**config.mk**
```make
export PLATFORM = sky130hd
export DESIGN_NAME = data_sram_like_bridge
export DESIGN_NICKNAME = d
export VERILOG_FILES = /design/src/rtl/data_sram_like_bridge.sv
export SDC_FILE = /design/constraint.sdc
export NUM_CORES = 1
export LEC_CHECK = 0
export BUFFER_PORTS_ARGS = -buffer_cell sky130_fd_sc_hd__buf_2
export CAP_MARGIN = 0
export CORE_ASPECT_RATIO = 0.9
export CORE_MARGIN = 5
export CORE_UTILIZATION = 31
export DETAILED_ROUTE_END_ITERATION = 10
export MAX_ROUTING_LAYER = met4
export PLACE_DENSITY = 0.62
export SLEW_MARGIN = 30
export SYNTH_ARGS = -nofsm -noshare
export SYNTH_HDL_FRONTEND = slang
export SYNTH_SLANG_ARGS = --single-unit
export TNS_END_PERCENT = 20
```
**constraint.sdc**
```tcl
create_clock -name clk -period 4.65 [get_ports clk]
set_input_delay 0.6975 -clock clk [delete_from_list [all_inputs] [get_ports clk]]
set_output_delay 0.6975 -clock clk [all_outputs]
set_load 0.02 [all_outputs]
```
**src/rtl/data_sram_like_bridge.sv**
```systemverilog
// -----------------------------------------------------------------------------
// data_sram_like_bridge
//   Converts the CPU core's single-cycle data-SRAM port into a sram-like bus.
//   The bridge runs one transaction at a time and holds the pipeline stalled
//   until that transaction completes.
//
//   Optional feature: define DSB_TIMEOUT_EN to abort a transaction that spends
//   TIMEOUT_CYC cycles in REQ+WAIT. An aborted transaction returns zero data
//   and sets the sticky bus_err flag. Without the macro the bridge waits
//   indefinitely and bus_err is tied low.
//
// Ports
//   clk, rst             clock, synchronous active-high reset
//   cpu_en/wen/addr/wdata CPU access request (held stable while cpu_stall=1)
//   cpu_rdata            load word, valid in DONE and held until the next DONE
//   cpu_stall            pipeline freeze
//   req/wr/size/addr/wdata sram-like request channel, addr_ok = accept
//   data_ok/rdata        sram-like response channel
//   bus_err              sticky timeout flag
// -----------------------------------------------------------------------------
module data_sram_like_bridge #(
    parameter int TIMEOUT_CYC = 255,
    parameter int CNT_W       = 8
) (
    input  logic        clk,
    input  logic        rst,
    input  logic        cpu_en,
    input  logic [3:0]  cpu_wen,
    input  logic [31:0] cpu_addr,
    input  logic [31:0] cpu_wdata,
    output logic [31:0] cpu_rdata,
    output logic        cpu_stall,
    output logic        req,
    output logic        wr,
    output logic [1:0]  size,
    output logic [31:0] addr,
    output logic [31:0] wdata,
    input  logic        addr_ok,
    input  logic        data_ok,
    input  logic [31:0] rdata,
    output logic        bus_err
);

    typedef enum logic [1:0] {
        S_IDLE = 2'd0,
        S_REQ  = 2'd1,
        S_WAIT = 2'd2,
        S_DONE = 2'd3
    } state_t;

    state_t      state;
    state_t      state_nxt;

    logic        wr_q;
    logic [1:0]  size_q;
    logic [31:0] addr_q;
    logic [31:0] wdata_q;

    logic        wr_enc;
    logic [1:0]  size_enc;
    logic [31:0] addr_enc;
    logic        tmo;

    // Transfer size from the byte-enable pattern; unrecognised patterns are
    // treated as a full word.
    function automatic logic [1:0] enc_size(input logic [3:0] wen);
        case (wen)
            4'b0001, 4'b0010, 4'b0100, 4'b1000: enc_size = 2'd0;
            4'b0011, 4'b1100:                   enc_size = 2'd1;
            default:                            enc_size = 2'd2;
        endcase
    endfunction

    // Low address bits come from the lane that is enabled, not from cpu_addr.
    function automatic logic [1:0] enc_off(input logic [3:0] wen);
        case (wen)
            4'b0010:          enc_off = 2'b01;
            4'b0100, 4'b1100: enc_off = 2'b10;
            4'b1000:          enc_off = 2'b11;
            default:          enc_off = 2'b00;
        endcase
    endfunction

    assign wr_enc   = |cpu_wen;
    assign size_enc = enc_size(cpu_wen);
    assign addr_enc = {cpu_addr[31:2], enc_off(cpu_wen)};

    assign cpu_stall = cpu_en & (state != S_DONE);

    always_ff @(posedge clk) begin
        if (rst) begin
            state <= S_IDLE;
        end else begin
            state <= state_nxt;
        end
    end

    // Capture the encoded request every IDLE cycle so REQ can replay it
    // unchanged while the bus keeps us waiting for addr_ok.
    always_ff @(posedge clk) begin
        if (rst) begin
            wr_q    <= 1'b0;
            size_q  <= 2'd0;
            addr_q  <= 32'h0;
            wdata_q <= 32'h0;
        end else if (state == S_IDLE) begin
            wr_q    <= wr_enc;
            size_q  <= size_enc;
            addr_q  <= addr_enc;
            wdata_q <= cpu_wdata;
        end
    end

    // Writes also capture rdata so cpu_rdata always reflects the last response.
    always_ff @(posedge clk) begin
        if (rst) begin
            cpu_rdata <= 32'h0;
        end else if (tmo) begin
            cpu_rdata <= 32'h0;
        end else if (state == S_WAIT && data_ok) begin
            cpu_rdata <= rdata;
        end
    end

    always_comb begin
        state_nxt = state;
        req       = 1'b0;
        wr        = wr_q;
        size      = size_q;
        addr      = addr_q;
        wdata     = wdata_q;
        case (state)
            S_IDLE: begin
                req   = cpu_en;
                wr    = wr_enc;
                size  = size_enc;
                addr  = addr_enc;
                wdata = cpu_wdata;
                if (cpu_en) begin
                    state_nxt = addr_ok ? S_WAIT : S_REQ;
                end
            end
            S_REQ: begin
                // req is withdrawn in the abort cycle so no handshake is lost.
                req = !tmo;
                if (tmo || addr_ok) begin
                    state_nxt = tmo ? S_DONE : S_WAIT;
                end
            end
            S_WAIT: begin
                if (tmo || data_ok) begin
                    state_nxt = S_DONE;
                end
            end
            S_DONE: begin
                state_nxt = S_IDLE;
            end
            default: begin
                state_nxt = S_IDLE;
            end
        endcase
    end

`ifdef DSB_TIMEOUT_EN
    localparam logic [CNT_W-1:0] TMO_LAST = CNT_W'(TIMEOUT_CYC - 1);

    logic [CNT_W-1:0] cnt;
    logic             bus_err_q;

    // cnt counts completed REQ/WAIT cycles; the abort fires in the cycle that
    // would make it reach TIMEOUT_CYC, so exactly TIMEOUT_CYC cycles are spent
    // in REQ+WAIT before DONE.
    always_ff @(posedge clk) begin
        if (rst) begin
            cnt       <= '0;
            bus_err_q <= 1'b0;
        end else begin
            if (state == S_REQ || state == S_WAIT) begin
                cnt <= cnt + CNT_W'(1);
            end else begin
                cnt <= '0;
            end
            if (tmo) begin
                bus_err_q <= 1'b1;
            end
        end
    end

    assign tmo     = (state == S_REQ || state == S_WAIT) && (cnt == TMO_LAST);
    assign bus_err = bus_err_q;
`else
    logic unused_cfg;

    assign tmo        = 1'b0;
    assign bus_err    = 1'b0;
    assign unused_cfg = ^{TIMEOUT_CYC, CNT_W};
`endif

    logic unused_addr_lsb;
    assign unused_addr_lsb = ^cpu_addr[1:0];

endmodule

```
Yosys cells after proc, flatten, opt, wreduce, memory -nomap -nowiden
Cells that the tools add are included.

Equal/unequal tests: 13. Multiplexer cells: 12. Bitwise gates (word level): 1. Reduce and logical (&&, ||, !) cells: 7.

Operators by type and width (number): $mux W32 (2); $mux W2 (5); $eq A4 B2 Y1 const B (2); $eq A4 B4 Y1 const B (2); $ne A2 B2 Y1 const B (4); $pmux W2 S4 (1); $reduce_or A4 Y1 (2); $pmux W2 S3 (1); $eq A2 B2 Y1 const B (2); $eq A4 B1 Y1 const B (1); $eq A4 B3 Y1 const B (1); $pmux W2 S2 (1); $reduce_or A2 Y1 (2); $reduce_and A3 Y1 (1); $eq A2 B1 Y1 const B (1); $logic_not A2 Y1 (1); $pmux W1 S2 (1); $and A1 B1 Y1 (1); $logic_and A1 B1 Y1 (1); $mux W1 (1).

Flip-flop bits (word level): 101. Input port bits: 105. Logic and storage cells: 39.

Depth between registers and ports, before layout
Gate-level depths: netlist (run 1).

Depth in word-level cells: 4. Gate-level depth with buffers: 7. Gate-level depth less buffers: 5.

Worst setup path after synthesis (run 1)
OpenSTA, ideal clock, no wires.

Path type: input -> output. Start point: in cpu_wen[0]. End point: out size[0]. Arrival: 1.403 ns. Data required time: 3.953 ns. Slack: 2.550 ns. Stages on the path: 3. Cell sequence: nor4bb_1 > a31oi_1 > a21oi_1.

Word-level cells in the longest chain between the ends: 4. Elaborated cells on any way between the ends: 10. Those cells by class: eq/ne: 6; mux: 2; reduce/logical: 2.

Ends and longest elaborated chain: start, declared (RTL line 28) `input logic [3:0] cpu_wen,`; $eq A4 B4 Y1, or another cell as far along (RTL line 67) `case (wen)`; $reduce_or A4 Y1 or $reduce_or A2 Y1 (tied branches) (RTL line 67); $pmux W2 S2 * (RTL line 67); $mux W2 * (RTL line 132) `case (state)`; end, declared (RTL line 35) `output logic [1:0] size,`.

Every way passes the cells marked *; elsewhere a longest branch is shown, timed or not.

Worst setup path in the final report (run 1)
Start point: reg state[1]. End point: out wdata[19].

Word-level cells in the longest chain between the ends: 2.

Ends and longest elaborated chain: start, declared (RTL line 51) `state_t state;`; start signal, assigned (RTL line 94) `state <= state_nxt;`; $logic_not A2 Y1 (RTL line 132); $mux W32 (RTL line 132); end, declared (RTL line 37) `output logic [31:0] wdata,`.

No other way between the ends.

==> results of run 1 <==
[sequential cells by signal, summed over array words and instances, names as in the netlist]
name and cells:
addr_q 32, cpu_rdata 32, wdata_q 32, size_q 2, state 2, wr_q 1
[through the flow]
| step | cell area, µm² | power, W | utilization [%] | instances | setup WS (ns) |
|---|---|---|---|---|---|
| after detailed placement | 5070 | 0.00257 | 40.1 | 737 | 1.94 |
| final | 5410 | 0.00332 | 42.8 | 752 | 1.85 |
| after floorplan | 3970 | 0.00218 | - | 397 | 2.55 |
| after global placement | 5070 | 0.00253 | 40.1 | 737 | 1.96 |
| after CTS | 5380 | 0.00335 | 42.5 | 751 | 1.56 |
| after global routing | 5410 | 0.00352 | 42.8 | 752 | 1.71 |
[layer usage]
layer  track usage [%]  vias to the layer above
met5                 -                        -
met4              6.23                        0
met3              3.90                       17
met2              20.6                      104
met1              14.8                     1476
li1                  -                     1667
[final cells by class]
type / count / area [µm²]
inverter: 6 / 22.5
clock buffer: 9 / 225
tap: 164 / 205
sequential: 101 / 2020
clock inverter: 5 / 77.6
fill: 1259 / 7230
multi-input combinational: 262 / 1800
timing repair buffer: 205 / 1050
[where the power goes]
part | leakage (nW) | internal [W] | switching, W
sequential | 0.832 | 0.00103 | 0.0000476
combinational | 1.56 | 0.000641 | 0.000829
clock | 0.147 | 0.000463 | 0.000305
[logic make-up (layout without fill, tap and decap cells)]
family / Yosys count / after routing / synth area share (%)
compound gates: 42 / 42 / 5.77
other cells: 1 / 1 / 0.0946
xor+xnor: 2 / 2 / 0.442
buf+inv: 34 / 225 / 3.98
fa+ha+maj: 4 / 4 / 1.26
mux: 66 / 66 / 18.7
flops: 101 / 101 / 51.0
simple gates: 147 / 147 / 18.7
[worst paths after layout]
path                                                 start                          to  slack, ns  cells after the start
worst max-delay path                 state[1]$_SDFFE_PP0P_                   wdata[19]       1.85                      5
worst min-delay path            cpu_rdata[15]$_SDFFE_PP0P_  cpu_rdata[15]$_SDFFE_PP0P_       0.45                      2
worst max register to register       state[1]$_SDFFE_PP0P_      wdata_q[24]$_SDFF_PP0_       2.79                      5
worst min register to register  cpu_rdata[15]$_SDFFE_PP0P_  cpu_rdata[15]$_SDFFE_PP0P_       0.45                      2
[cells in the final DEF, fill, tap and decap left out]
cell type,count
a222oi_1,1
or2_2,1
buf_16,1
o21a_1,1
mux2i_1,1
nand2b_1,3
dfxtp_1,101
buf_2,203
nor3b_1,1
nor4bb_1,1
nor2b_1,1
clkbuf_16,9
clkinvlp_4,1
inv_1,6
bufinv_16,2
nand2_1,65
ha_1,3
nor2_1,8
and2_1,63
xnor2_1,2
clkinv_2,2
nand3b_1,1
ha_4,1
a21oi_1,35
a21o_1,1
a31oi_1,2
and2_2,1
a211oi_1,1
mux2_2,65
nor4b_1,1
conb_1,1
a31o_2,1
nand2_2,1
buf_4,1
[tightest hold or removal path, cell delays in order, from the launching register on]
cell and delay, ns:
dfxtp_1 0.31, nand2_1 0.05, a21oi_1 0.05
==> results.cfg, run 1 <==
[detailed_routing]
wl_met1_mm = 3.92
drt_iter0_drc = 125
route.met2.wl_mm = 4.85
route.detailed.drc = 0
routed_wirelength_mm = 9.70
wl_met3_um = 672
final_antenna_net_count = 0
routed-via-count = 3264
wl_per_cell_um = 12.9
vias_per_cell = 4.34
drt-pass1-iter-count = 5
top_layer_used = met4

[clock_tree]
cts_tree = done
cts_hold_buf = 0
cts_setup_buffers = 0
clk_path_buf_depth = 2
cts-htree-levels = 3
ctsResizeCount = 0
clkSinkCount = 101
ctsRootBufferMaster = clkbuf_16
cts_buffers = 9
clock_latency_ns = 0.34
clkTransAtPathRegs_ns = 0.06

[worst_setup_path]
critPathCaptureType = output port
worst-path-buf-inv = 3
critical-path-top-delay-family = buffers and inverters
slowest_stage = ha_4
crit_chain = inv_1 -> ha_4 -> buf_16 -> mux2_2 -> buf_2
crit_fanout = 48
startpoint_type = flop
crit_type = reg -> out
cpPeakStageDelay_ns = 0.41
arrival_ns = 2.10
cp.required_ns = 3.95

[synthesis]
yosys.area.top_type = dfxtp_1
yosysWarnings = 0
yosysMostFrequentCell = dfxtp_1
syn_avg_cell_area_um2 = 9.99
synth.distinct_cells = 29
async_reset_ff_share_pct = 0
netlist_top_cells_count = dfxtp_1 (101), nand2_1 (66), mux2_2 (65)
ys_seq_elements = 101
synth.area.top_cells = dfxtp_1 (51%), mux2_2 (18%), and2_1 (10%), nand2_1 (6.2%), a21oi_1 (4.4%)
synth_edf_count = 0
synthCells = 397
yosysTopAreaCellShare_pct = 51.0
ys_seq_area_share_pct = 51.0
synthFlopType = dfxtp_1
syn_nets = 506
syn_area_um2 = 3970

[worst_hold_path]
hold_class = reg -> reg

[grt]
overflow = 0
track_usage_pct = 12.9
grt_pass1_wl_mm = 15.0
grt_antenna_before_repair = 0
grt_pass1_vias = 3149
grt_max_degree = 80

[floorplan]
initial_core_util_pct = 31.4
dieArea_um2 = 15200
core_area_um2 = 12600
ios = 207
dieWidth_um = 129
placementRows = 39
die_height_um = 117

[timing]
fmax_ghz = 0.358
min_period_over_period_pct = 60.1
relSlewSlack_pct = 53.6
worst_slew_pin_slew_ns = 0.696
period_needed_ns = 2.80
slew_violations = 0
hold_violations = 0
fin_hold_ws_ns = 0.452
fin_setup_tns_ns = 0
rsz0062_at_grt = false
setup_viol = 0
skew_ns = 0.00426

[job]
max-cap-violations = 0

[placed_design]
hpwl_mm = 7.21
gp_congestion = 0.710
portBuffers = 203

[cells_and_area]
layout.nets = 694
syn2layout_area_growth_pct = 36.3
num_antenna_cells = 0
drive_gt1_share_pct = 49.1

[power_and_ir_drop]
p_per_area_nw_per_um2 = 614
cellLeakagePower_nw = 2.54
vdd_drop_max_mv = 0.461

[outcome]
status = finished clean
Power figures use the tool's default switching activity.
==> run 2, diff against run 1 <==
- ABC_AREA: not set -> 1
- PLACE_DENSITY: 0.62 -> 0.61
- clock period: 4.65 -> 2.67 ns (I/O delays scaled with it)
==> run 2 against run 1 <==
Sequential cell count unchanged. Count of clock-buffer cells in the layout grew 3. Sequential power is 84% higher. Non-clock buffer count grew 4. Critical endpoint is now addr[1].
==> results.cfg, run 2 <==
[outcome]
status = finished clean

[timing]
relSlewSlack_pct = 41.4
slew_violations = 0
fin_setup_tns_ns = 0
setup_slack_ns = 0.214
hold_violations = 0
period_needed_ns = 2.46
min_period_over_period_pct = 92.0
rsz0062_at_grt = false
skew_ns = 0.00572
setup_viol = 0
worst_slew_pin_slew_ns = 0.878
fmax_ghz = 0.407

[worst_setup_path]
crit_type = reg -> out
crit_chain = inv_1 -> ha_2 -> inv_4 -> buf_4 -> nand2_1 -> nand2_1 -> buf_2
cp.required_ns = 2.27
crit_top_cell = nand2_1
arrival_ns = 2.06
startpoint_type = flop
crit_fanout = 41
cpPeakStageDelay_ns = 0.45
critPathCaptureType = output port
slowest_stage = buf_4

[power_and_ir_drop]
p_per_area_nw_per_um2 = 1170
p_total_w = 0.00638
comb_power_share_pct = 49.6
p_sw_w = 0.00284
switching_share_pct = 44.4
power_frac_clock_pct = 19.3
cellLeakagePower_nw = 2.86
p_seq_share_pct = 31.1
vdd_drop_max_mv = 0.625
internal_power_w = 0.00355

[floorplan]
dieWidth_um = 131
die_height_um = 119
ios = 207
placementRows = 39
dieArea_um2 = 15600
core_area_um2 = 12800
initial_core_util_pct = 31.9

[synthesis]
ys_seq_elements = 101
yosysWarnings = 0
synthCells = 548
ys_seq_area_share_pct = 49.4
async_reset_ff_share_pct = 0
yosys.area.top_type = dfxtp_1
synth.area.top_cells = dfxtp_1 (49%), nand2_1 (18%), nor2_1 (6.8%), a21oi_1 (5.6%), a21oi_2 (4.3%)
netlist_top_cells_count = nand2_1 (196), dfxtp_1 (101), nor2_1 (74)
syn_area_um2 = 4090
synth_edf_count = 0
yosysTopAreaCellShare_pct = 49.4
syn_avg_cell_area_um2 = 7.46
yosysMostFrequentCell = nand2_1
syn_nets = 657
synth.distinct_cells = 21
synthFlopType = dfxtp_1

[clock_tree]
ctsResizeCount = 0
cts_hold_buf = 0
cts_tree = done
clk_path_buf_depth = 2
clock_latency_ns = 0.34
cts_setup_buffers = 0
ctsRootBufferMaster = clkbuf_16
clkTransAtPathRegs_ns = 0.07
clkSinkCount = 101
cts-htree-levels = 3
cts_buffers = 9

[placed_design]
portBuffers = 203
gp_congestion = 0.711
detailedPlace.worstSlack_ns = 0.559
hpwl_mm = 7.65

[cells_and_area]
final_cell_mix = buf_2 (203), nand2_1 (196), dfxtp_1 (101)
drive_gt1_share_pct = 36.1
final_common_cell = buf_2
syn2layout_area_growth_pct = 33.0
reg_top3 = addr_q x32, cpu_rdata x32, wdata_q x32
layout.nets = 844
num_antenna_cells = 0

[detailed_routing]
drt_iter0_drc = 144
routed_wirelength_mm = 10.7
final_antenna_net_count = 0
routed-via-count = 3895
vias_per_cell = 4.31
drt-pass1-iter-count = 4
wl_per_cell_um = 11.9
route.detailed.drc = 0

[grt]
grt_antenna_before_repair = 0
top_usage_layer = met2
gr-usage-met2_pct = 20.8
grt_pass1_wl_mm = 16.8
grt_max_degree = 68
gr-usage-met1_pct = 16.6
grt_pass1_vias = 3558
grt_use_met3_pct = 5.60
track_usage_pct = 13.7
overflow = 0

[worst_hold_path]
hold_class = in -> reg

[job]
max-cap-violations = 0
-- run 2: changes by cell type after synthesis, moves of 11 or more --
cell	previous run	this run
a21oi_1	35	46
a21oi_2	0	20
and2_1	64	0
buf_2	9	21
mux2_2	65	0
nand2_1	66	196
nand2_2	0	20
nor2_1	8	74
o21ai_0	0	32
-- run 2: worst max-delay path: cells and delay by family, from the launching register on --
kind | cells | cell delay [ns]
adders and majority gates | 1 | 0.28
buffers and inverters | 4 | 0.80
and+or+nand+nor | 2 | 0.23
DFF | 1 | 0.37
-- run 2: cells by family (layout without fill, tap and decap cells) --
family,count (synthesis),after routing,share of synthesized area [%]
AO/OA/AOI/OAI,100,100,14.2
buffers and inverters,47,239,6.55
AND/OR/NAND/NOR,295,295,28.5
other,1,1,0.0917
adder cells (fa/ha/maj),4,4,1.22
flip-flops,101,101,49.4
-- run 2: power by group through the flow --
| stage | combinational (W) | clock [W] | sequential, W |
|---|---|---|---|
| after floorplan | 0.00224 | 0 | 0.00213 |
| after global placement | 0.00322 | 0 | 0.00201 |
| after detailed placement | 0.00322 | 0 | 0.00202 |
| after CTS | 0.00323 | 0.00128 | 0.00199 |
| after global routing | 0.00351 | 0.00134 | 0.00203 |
| final | 0.00317 | 0.00123 | 0.00199 |
-- run 2: final timing paths --
check / startpoint / to / cells after the start / slack, ns
max: state[1]$_SDFFE_PP0P_ / addr[1] / 7 / 0.21
min: rdata[3] / cpu_rdata[3]$_SDFFE_PP0P_ / 3 / 0.31
max reg2reg: state[1]$_SDFFE_PP0P_ / addr_q[1]$_SDFF_PP0_ / 6 / 0.98
min reg2reg: addr_q[15]$_SDFF_PP0_ / addr_q[15]$_SDFF_PP0_ / 2 / 0.46
-- run 2: layout make-up --
| type | instances | area, µm² |
|---|---|---|
| clock buffers | 12 | 256 |
| clock inverters | 4 | 22.5 |
| fillers | 1370 | 7400 |
| inverters | 14 | 55.1 |
| multi-input cells | 400 | 1800 |
| flip-flops and latches | 101 | 2020 |
| well taps | 164 | 205 |
| repair buffers | 209 | 1070 |
-- run 2: routing by layer --
layer,part of all wire [%],vias to the layer above
li1,-,2092
met3,10,10
met4,1.3,0
met1,45,1656
met5,0,-
met2,43,137
-- run 2: stage by stage --
stage	instance area (µm²)	util, %	cells	hold WS [ns]
4_1_cts	5440	42.4	904	0.289
3_5_place_dp	5160	40.2	888	0.455
6_report	5440	42.4	904	0.306
2_1_floorplan	4090	-	548	0.444
3_3_place_gp	5160	40.2	888	0.453
5_1_grt	5440	42.4	904	0.296
==> run 3, diff against run 2 <==
- CORE_MARGIN: 5 -> not set
- clock period: 2.67 -> 2.6 ns (I/O delays scaled with it)
==> run 3 against run 2 <==
Global-route usage grew 1.0 points. Via count rose by 0.31%. Clock skew is essentially flat. Combinational power increased by 2%. Worst hold slack worse by 0.012 ns. Clock power increased by 5%. Sequential power up 3%. Total power is 3.0% higher. Sequential share of layout area decreased by 0.11 points. Cell count down 0.11%. Routed wire length fell by 8.6%. Critical path type unchanged. Critical endpoint is now size[0].
==> results.cfg, run 3 (synthesis results as in run 2) <==
[outcome]
status = finished clean

[grt]
track_usage_pct = 14.7
grt_pass1_wl_mm = 15.3
overflow = 0
grt_antenna_before_repair = 0
grt_max_degree = 72
grt_pass1_vias = 3396

[detailed_routing]
wl_met1_mm = 4.65
drt_iter0_drc = 150
route.met2.wl_mm = 4.19
vias_per_cell = 4.33
routed_wirelength_mm = 9.81
routed-via-count = 3907
route.detailed.drc = 0
final_antenna_net_count = 0
top_layer_used = met4
wl_met3_um = 836
wl_per_cell_um = 10.9
drt-pass1-iter-count = 3

[worst_setup_path]
crit_type = reg -> out
arrival_ns = 1.86
slowest_stage = dfxtp_1
crit_fanout = 30
startpoint_type = flop
crit_chain = inv_1 -> ha_2 -> inv_4 -> buf_12 -> nand2_1 -> nand2_1 -> buf_2
cp.required_ns = 2.21
cpPeakStageDelay_ns = 0.36
critPathCaptureType = output port
crit_top_cell = nand2_1

[cells_and_area]
reg_top3 = addr_q x32, cpu_rdata x32, wdata_q x32
layout.nets = 844
num_antenna_cells = 0
final_cell_mix = buf_2 (203), nand2_1 (196), dfxtp_1 (101)
final_common_cell = buf_2
syn2layout_area_growth_pct = 33.4
final_core_util_pct = 42.7
drive_gt1_share_pct = 35.9

[placed_design]
portBuffers = 203
gp_congestion = 0.715
hpwl_mm = 6.86

[clock_tree]
ctsResizeCount = 0
clock_latency_ns = 0.34
cts_setup_buffers = 0
clkTransAtPathRegs_ns = 0.07
cts_hold_buf = 0
cts_tree = done
clk_path_buf_depth = 2
ctsRootBufferMaster = clkbuf_16
cts_buffers = 9
cts-htree-levels = 3
clkSinkCount = 101

[floorplan]
ios = 207
dieArea_um2 = 13700
placementRows = 39
initial_core_util_pct = 32.0
core_area_um2 = 12800
dieWidth_um = 123
die_height_um = 111

[timing]
setup_viol = 0
worst_slew_pin_slew_ns = 0.839
slew_violations = 0
min_period_over_period_pct = 86.5
relSlewSlack_pct = 43.8
skew_ns = 0.00572
fin_setup_tns_ns = 0
fmax_ghz = 0.445
rsz0062_at_grt = false
hold_violations = 0
period_needed_ns = 2.25

[worst_hold_path]
hold_class = in -> reg

[power_and_ir_drop]
p_per_area_nw_per_um2 = 1210
vdd_drop_max_mv = 0.568
cellLeakagePower_nw = 2.86

[job]
max-cap-violations = 0
-- run 3: cell types whose count changed in the layout (fill, tap and decap cells not counted), sizes merged --
cell,delta
bufinv,+1
clkbuf,-1
clkinv,-1
clkinvlp,+1
inv,-1
-- run 3: layer usage --
metal,GRT usage [%],vias to the layer above
met5,-,-
met4,5.06,0
met3,5.45,12
met2,23.2,138
met1,17.1,1666
li1,-,2091
-- run 3: where the power goes --
part	total (W)	leakage, nW	internal, W	switching, W
Clock	0.00129	0.132	0.000739	0.000553
Sequential	0.00204	0.831	0.00192	0.000126
Combinational	0.00324	1.89	0.00105	0.00219
Total	0.00658	2.86	0.00371	0.00287
-- run 3: worst max-delay path, delay by kind of cell, from the launching register on --
| kind | cells | cell delay (ns) |
|---|---|---|
| and+or+nand+nor | 2 | 0.16 |
| adders and majority gates | 1 | 0.23 |
| buffers and inverters | 4 | 0.77 |
| DFF | 1 | 0.36 |
-- run 3: worst paths after layout --
kind	start	endpoint	slack [ns]	cells after the start
min reg2reg	addr_q[10]$_SDFF_PP0_	addr_q[10]$_SDFF_PP0_	0.46	2
max	state[0]$_SDFFE_PP0P_	size[0]	0.35	7
min	rdata[14]	cpu_rdata[14]$_SDFFE_PP0P_	0.29	3
max reg2reg	state[0]$_SDFFE_PP0P_	state[0]$_SDFFE_PP0P_	1.09	8
-- run 3: stage by stage --
stage / total power, W / hold slack (ns) / std cells / setup WS, ns / area, µm²
after detailed placement: 0.00537 / 0.453 / 888 / 0.681 / 5170
final: 0.00658 / 0.294 / 903 / 0.352 / 5450
after global placement: 0.00536 / 0.453 / 888 / 0.692 / 5170
after global routing: 0.00710 / 0.291 / 903 / 0.197 / 5450
after floorplan: 0.00448 / 0.444 / 548 / 0.955 / 4090
after CTS: 0.00670 / 0.278 / 903 / 0.300 / 5450
-- run 3: final cells by class --
type | instances | area, µm²
Timing Repair Buffer | 209 | 1090
Inverter | 14 | 55.1
Fill cell | 1350 | 7330
Multi-Input combinational cell | 400 | 1800
Tap cell | 164 | 205
Clock inverter | 4 | 50.0
Sequential cell | 101 | 2020
Clock buffer | 11 | 233
